File: src/rtl/sim_run_pkg.sv
// Shared types for the simulation run controller.
//   run_state_t : controller phases (HOLD, RUN, DRAIN, DONE)
//   status_t    : termination cause reported on the status port
package sim_run_pkg;

  localparam int unsigned CNT_W = 64;
  localparam int unsigned TO_W  = 32;

  typedef enum logic [1:0] {
    HOLD  = 2'd0,
    RUN   = 2'd1,
    DRAIN = 2'd2,
    DONE  = 2'd3
  } run_state_t;

  typedef enum logic [2:0] {
    NONE    = 3'd0,
    HALT    = 3'd1,
    TIMEOUT = 3'd2,
    STALL   = 3'd3,
    MON_ERR = 3'd4,
    MEM_ERR = 3'd5
  } status_t;

endpackage

File: src/rtl/sim_popcount.sv
// Population count of a CHANNELS-wide vector (purely combinational).
//   vec   : input bit vector
//   count : number of set bits in vec
module sim_popcount #(
  parameter  int unsigned CHANNELS = 8,
  localparam int unsigned CW       = $clog2(CHANNELS + 1)
) (
  input  logic [CHANNELS-1:0] vec,
  output logic [CW-1:0]       count
);

  always_comb begin
    count = '0;
    for (int unsigned i = 0; i < CHANNELS; i++) begin
      count = count + CW'(vec[i]);
    end
  end

endmodule

File: src/rtl/sim_run_ctrl.sv
// Simulation run controller: holds the DUT in reset, runs it until a halt,
// timeout, stall or error, drains after errors, then reports the cause.
//   clk, rst       : clock and synchronous active-high reset
//   halt, commit   : per-channel halt indication and commit valid
//   mon_error      : monitor error
//   mem_error      : memory model error
//   timeout_cycles : RUN cycle budget, captured on entry to RUN (0 = off)
//   dut_rst        : reset driven to the DUT (high only in HOLD)
//   running        : high only in RUN
//   finish         : one-cycle pulse on entry to DONE
//   status         : termination cause
//   cycle_count    : RUN/DRAIN cycles elapsed (saturating)
//   commit_count   : total commits (saturating)
module sim_run_ctrl
  import sim_run_pkg::*;
#(
  parameter int unsigned CHANNELS     = 8,
  parameter int unsigned RST_CYCLES   = 2,
  parameter int unsigned DRAIN_CYCLES = 5,
  parameter int unsigned STALL_LIMIT  = 100000
) (
  input  logic                clk,
  input  logic                rst,
  input  logic [CHANNELS-1:0] halt,
  input  logic [CHANNELS-1:0] commit,
  input  logic                mon_error,
  input  logic                mem_error,
  input  logic [TO_W-1:0]     timeout_cycles,
  output logic                dut_rst,
  output logic                running,
  output logic                finish,
  output logic [2:0]          status,
  output logic [CNT_W-1:0]    cycle_count,
  output logic [CNT_W-1:0]    commit_count
);

  localparam int unsigned PW = $clog2(CHANNELS + 1);
  localparam logic [CNT_W-1:0] CNT_MAX = '1;

  run_state_t      state;
  status_t         status_q;
  logic [31:0]     hold_cnt;
  logic [31:0]     drain_cnt;
  logic [31:0]     stall_cnt;
  logic [TO_W-1:0] timeout_q;
  logic [PW-1:0]   pop;

  logic [CNT_W-1:0] cycle_inc;
  logic [CNT_W:0]   commit_sum;
  logic [CNT_W-1:0] commit_inc;
  logic [31:0]      stall_inc;
  logic             any_halt;
  logic             any_commit;
  logic             timeout_hit;
  logic             stall_hit;
  logic             hold_last;
  logic             drain_last;

  sim_popcount #(.CHANNELS(CHANNELS)) u_popcount (
    .vec   (commit),
    .count (pop)
  );

  assign status = status_q;

  // Saturating counter updates and termination conditions for this cycle
  always_comb begin
    cycle_inc   = (cycle_count == CNT_MAX) ? CNT_MAX : cycle_count + 64'd1;
    commit_sum  = {1'b0, commit_count} + 65'(pop);
    commit_inc  = commit_sum[CNT_W] ? CNT_MAX : commit_sum[CNT_W-1:0];
    stall_inc   = (stall_cnt == 32'hFFFF_FFFF) ? stall_cnt : stall_cnt + 32'd1;
    any_halt    = |halt;
    any_commit  = |commit;
    // Fires on the cycle whose pre-increment count is budget-1
    timeout_hit = (timeout_q != '0) &&
                  (cycle_count == ({32'd0, timeout_q} - 64'd1));
    // Fires on the idle cycle that brings the stall counter to the limit
    stall_hit   = (STALL_LIMIT != 0) && !any_commit &&
                  (({1'b0, stall_cnt} + 33'd1) >= 33'(STALL_LIMIT));
    hold_last   = ({1'b0, hold_cnt} + 33'd1) >= 33'(RST_CYCLES);
    drain_last  = ({1'b0, drain_cnt} + 33'd1) >= 33'(DRAIN_CYCLES);
  end

  // Run-control FSM with registered outputs
  always_ff @(posedge clk) begin
    if (rst) begin
      state        <= HOLD;
      status_q     <= NONE;
      hold_cnt     <= '0;
      drain_cnt    <= '0;
      stall_cnt    <= '0;
      timeout_q    <= '0;
      cycle_count  <= '0;
      commit_count <= '0;
      dut_rst      <= 1'b1;
      running      <= 1'b0;
      finish       <= 1'b0;
    end else begin
      finish <= 1'b0;
      case (state)
        HOLD: begin
          if (hold_last) begin
            state     <= RUN;
            dut_rst   <= 1'b0;
            running   <= 1'b1;
            timeout_q <= timeout_cycles;
          end else begin
            hold_cnt <= hold_cnt + 32'd1;
          end
        end

        RUN: begin
          cycle_count  <= cycle_inc;
          commit_count <= commit_inc;
          stall_cnt    <= any_commit ? '0 : stall_inc;
          // Errors outrank every other cause and go through DRAIN
          if (mon_error || mem_error) begin
            status_q  <= mon_error ? MON_ERR : MEM_ERR;
            running   <= 1'b0;
            drain_cnt <= '0;
            if (DRAIN_CYCLES == 0) begin
              state  <= DONE;
              finish <= 1'b1;
            end else begin
              state <= DRAIN;
            end
          end else if (any_halt || timeout_hit || stall_hit) begin
            status_q <= any_halt ? HALT : (timeout_hit ? TIMEOUT : STALL);
            running  <= 1'b0;
            state    <= DONE;
            finish   <= 1'b1;
          end
        end

        DRAIN: begin
          cycle_count  <= cycle_inc;
          commit_count <= commit_inc;
          if (drain_last) begin
            state  <= DONE;
            finish <= 1'b1;
          end else begin
            drain_cnt <= drain_cnt + 32'd1;
          end
        end

        DONE: begin
          // Absorbing; counters and status frozen until rst
        end

        default: begin
          state <= HOLD;
        end
      endcase
    end
  end

endmodule
File: config.mk
export PLATFORM = sky130hd
export DESIGN_NAME = sim_run_ctrl
export DESIGN_NICKNAME = d
export VERILOG_FILES = /design/src/rtl/sim_run_pkg.sv /design/src/rtl/sim_popcount.sv /design/src/rtl/sim_run_ctrl.sv
export SDC_FILE = /design/constraint.sdc
export NUM_CORES = 1
export LEC_CHECK = 0
export ABC_AREA = 1
export BUFFER_PORTS_ARGS = -buffer_cell sky130_fd_sc_hd__buf_2
export CAP_MARGIN = 5
export CORE_ASPECT_RATIO = 0.8
export CORE_MARGIN = 5
export CORE_UTILIZATION = 50
export DETAILED_ROUTE_END_ITERATION = 16
export GPL_TIMING_DRIVEN = 0
export PLACE_DENSITY = 0.7
export SLEW_MARGIN = 0
export SYNTH_ARGS = -nofsm -noshare
export SYNTH_HDL_FRONTEND = slang
export SYNTH_SLANG_ARGS = --single-unit
File: constraint.sdc
create_clock -name clk -period 5.1 [get_ports clk]
set_input_delay 0.255 -clock clk [delete_from_list [all_inputs] [get_ports clk]]
set_output_delay 0.255 -clock clk [all_outputs]
set_load 0.01 [all_outputs]
==> impl_metrics.env <==
export IMPL_timing_final_ws_setup_ns=0.299
export IMPL_overflow=0
export IMPL_max_stage_delay_ns=0.61
export IMPL_vias=17800
export IMPL_rrSetupSlack_ns=1.73
export IMPL_path_cells="buf_2, inv_1, ha_1, inv_1, fa_1, fa_1, fa_1, fa_1, xnor2_1, ha_1, nand3_1, nand2_1, nand2_1, nor2_1, nand4_1, nor2_1, nand4_1, nor4_2, nand4_1, a31oi_1"
export IMPL_final_hold_violation_count=0
export IMPL_holdPathStages=4
export IMPL_wl_per_cell_um=16.5
export IMPL_p_clk_share_pct=32.3
export IMPL_dp_hpwl_mm=43.1
export IMPL_crit_path_top_delay_cell="nand4_1"
export IMPL_hp_class="in -> reg"
export IMPL_synth_area_leaders="dfxtp_1 31%, nand2_1 14%, nor2_1 9.9%"
export IMPL_crit_fanout=8
export IMPL_status="finished, final reports clean"
export IMPL_gp_congestion=0.944
export IMPL_fp_dieW_um=215
export IMPL_finalClockSkew_ns=0.0113
export IMPL_fmax_mhz=208
export IMPL_slew_viol_final=0
export IMPL_fin_util_pct=59.0
export IMPL_clock_sinks=264
export IMPL_ios=186
export IMPL_cpMostUsedCell="fa_1"
export IMPL_rows=60
export IMPL_worst_pin_slew_ns=0.994
export IMPL_dieArea_mm2=0.0376
export IMPL_core_mm2=0.0335
export IMPL_fillers=3315
export IMPL_crit_type="in -> reg"
export IMPL_layout_min_cycle_time_ns=4.80
export IMPL_die_h_um=174
export IMPL_netSwitchingPower_uw=2680
export IMPL_drt_iter0_drc=1527
export IMPL_regArea_mm2=0.00529
export IMPL_syn_to_final_growth_pct=16.9
export IMPL_synth_seq_cells=264
export IMPL_multi_input_area_mm2=0.0101
export IMPL_async_reset_ff_share_pct=0
export IMPL_synth_nets=2707
export IMPL_ant_nets=0
export IMPL_reg2reg_depth=15
export IMPL_syn_inst=2630
export IMPL_synth_top_cell_area_share_pct=31.3
export IMPL_grt_pass1_vias=16900
export IMPL_finalCritPeriodShare_pct=94.1
export IMPL_grt_util_all_layers_pct=28.4
export IMPL_cts_path_max_buffers=3
export IMPL_grt_busiest_layer="met2"
export IMPL_drt_pre_antenna_iters=6
export IMPL_internal_power_uw=4380
export IMPL_worst_ep_arrival_time_ns=5.30
export IMPL_clk_pin_slew_worst_paths_ns=0.06
export IMPL_use_met3_pct=5.48
export IMPL_grt_pass1_wl_mm=88.4
export IMPL_avgSynthCellArea_um2=6.42
export IMPL_grt_max_degree=15
export IMPL_seq_area_frac_synth_pct=31.3
export IMPL_slew_headroom_pct=33.7
export IMPL_synth_edf_count=0
export IMPL_power_density_mw_per_mm2=357
export IMPL_worstSkewPairLatency_ns=0.58
export IMPL_use_met1_pct=40.9
export IMPL_tritoncts="done"
export IMPL_htreeDepth=1
export IMPL_synthDistinctLibCells=55
export IMPL_wl_mm=55.2
export IMPL_grtUsageMet2_pct=43.5
export IMPL_clk_root_buffer_cell="clkbuf_16"
export IMPL_drc=0
export IMPL_ir_drop_v=0.000288
export IMPL_cts_buffers=30
export IMPL_fin_nets=2958
export IMPL_p_leak_uw=0.00819
export IMPL_switching_share_pct=37.9
export IMPL_pwr_share_comb_pct=33.3
export IMPL_drive_gt1_share_pct=13.5
export IMPL_start_kind="input port"
export IMPL_yosysWarningCount=0
export IMPL_antenna_found_initial=2
export IMPL_max_cap_violations=0
export IMPL_final_setup_tns_ns=0
export IMPL_netlist_area_mm2=0.0169
export IMPL_synth_top_area_cell="dfxtp_1"
export IMPL_critical_path_required_ns=5.60
export IMPL_synth_main_ff_cell="dfxtp_1"
export IMPL_setup_viol=0
export IMPL_io_buffers=184
export IMPL_via_per_inst=5.34
export IMPL_pwr_share_seq_pct=34.4
export IMPL_worstSetupEndpointType="register"
export IMPL_dp_slack_ns=-0.387
export IMPL_floorplan_initialDensity_pct=50.4
## layer usage
metal | vias to the layer above | share of wire, %
li1 | 8945 | -
met1 | 8142 | 47
met2 | 651 | 42
met3 | 90 | 8.1
met4 | 0 | 2.9
met5 | - | 0
## metrics by stage
step           cell area (um^2)  cells  power (uW)  hold WS (ns)
2_1_floorplan             16900   2630        4150         0.400
3_3_place_gp              18300   3248        4700         0.430
3_5_place_dp              18300   3248        4740         0.433
4_1_cts                   19700   3337        7040        0.0279
5_1_grt                   19700   3340        7470        0.0764
6_report                  19700   3340        7050        0.0322
## critical path, delay by kind of cell
kind	cells	cell delay, ns
fa+ha+maj	6	2.35
simple gates	9	1.94
compound gates	1	0.35
buf+inv	3	0.25
xor+xnor	1	0.14
## sequential cells by signal (all words and copies together) (netlist names)
register,flops
commit_count,64
cycle_count,64
drain_cnt,32
hold_cnt,32
stall_cnt,32
timeout_q,32
status,3
state,2
dut_rst,1
finish,1
running,1
## synth_stat cells (31+ instances only)
master	number
inv_1	309
xor2_1	117
dfxtp_1	264
xnor2_1	39
nor3_1	83
o21ai_0	41
nor2_1	443
nand3_1	154
nand4_1	72
nand2_1	622
a21oi_1	122
clkbuf_1	44
a31oi_1	31
nor2_2	57
## timing repair
| item | in CTS | in global routing |
|---|---|---|
| resized for setup | 0 | 3 |
| endpoints found under the setup margin | 0 | 10 |
| hold buffers | 33 | 0 |
| hold endpoints to repair | 33 | 0 |
| setup buffers | 0 | 2 |
## final cells by class
class                   count  share of cell area (%)
repair buffers            219                    6.41
clock buffers              46                    4.72
plain buffers              61                    1.54
flip-flops and latches    264                    26.8
clock inverters            10                   0.526
diodes                      1                  0.0127
multi-input cells        1974                    50.9
well taps                 434                    2.75
inverters                 331                    6.33
## cell usage in the layout, fill, tap and decap left out, types with 6 or more instances in the layout
cell	netlist	final
a21oi_1	122	122
a31oi_1	31	31
and2_1	8	8
buf_2	3	187
clkbuf_1	44	49
clkbuf_16	0	31
clkbuf_8	0	10
clkinv_2	0	7
dfxtp_1	264	264
dlygate4sd3_1	0	33
ha_1	20	20
inv_1	309	309
inv_2	20	20
nand2_1	622	622
nand2_2	11	11
nand3_1	154	154
nand3b_1	12	12
nand4_1	72	72
nor2_1	443	441
nor2_2	57	59
nor2_4	7	7
nor3_1	83	83
nor3_2	20	20
nor4_1	30	29
o21ai_0	41	41
o21ai_1	23	23
or2_2	6	6
xnor2_1	39	39
xor2_1	117	117
## power by group through the flow
stage / Combinational [uW] / Sequential, uW / Clock, uW
global route: 2630 / 2440 / 2390
CTS: 2310 / 2420 / 2300
detailed placement: 2280 / 2460 / 0
floorplan: 1730 / 2420 / 0
global placement: 2240 / 2460 / 0
finish: 2350 / 2420 / 2280
## cells by family (layout without fill, tap and decap cells)
logic type	count (synthesis)	in the layout	share of synthesized area, %
other	0	1	0
buffers and inverters	392	667	9.21
flip-flops	264	264	31.3
XOR/XNOR	158	158	8.32
AND/OR/NAND/NOR	1552	1552	41.4
AO/OA/AOI/OAI	239	239	7.67
adder cells (fa/ha/maj)	25	25	2.08
## final timing paths
path | from | endpoint
worst min register to register | dut_rst | dut_rst
worst max register to register | state[0] | cycle_count[59]
worst min-delay path | mem_error | status[1]
worst max-delay path | commit[1] | commit_count[63]
Power figures use the tool's default switching activity.
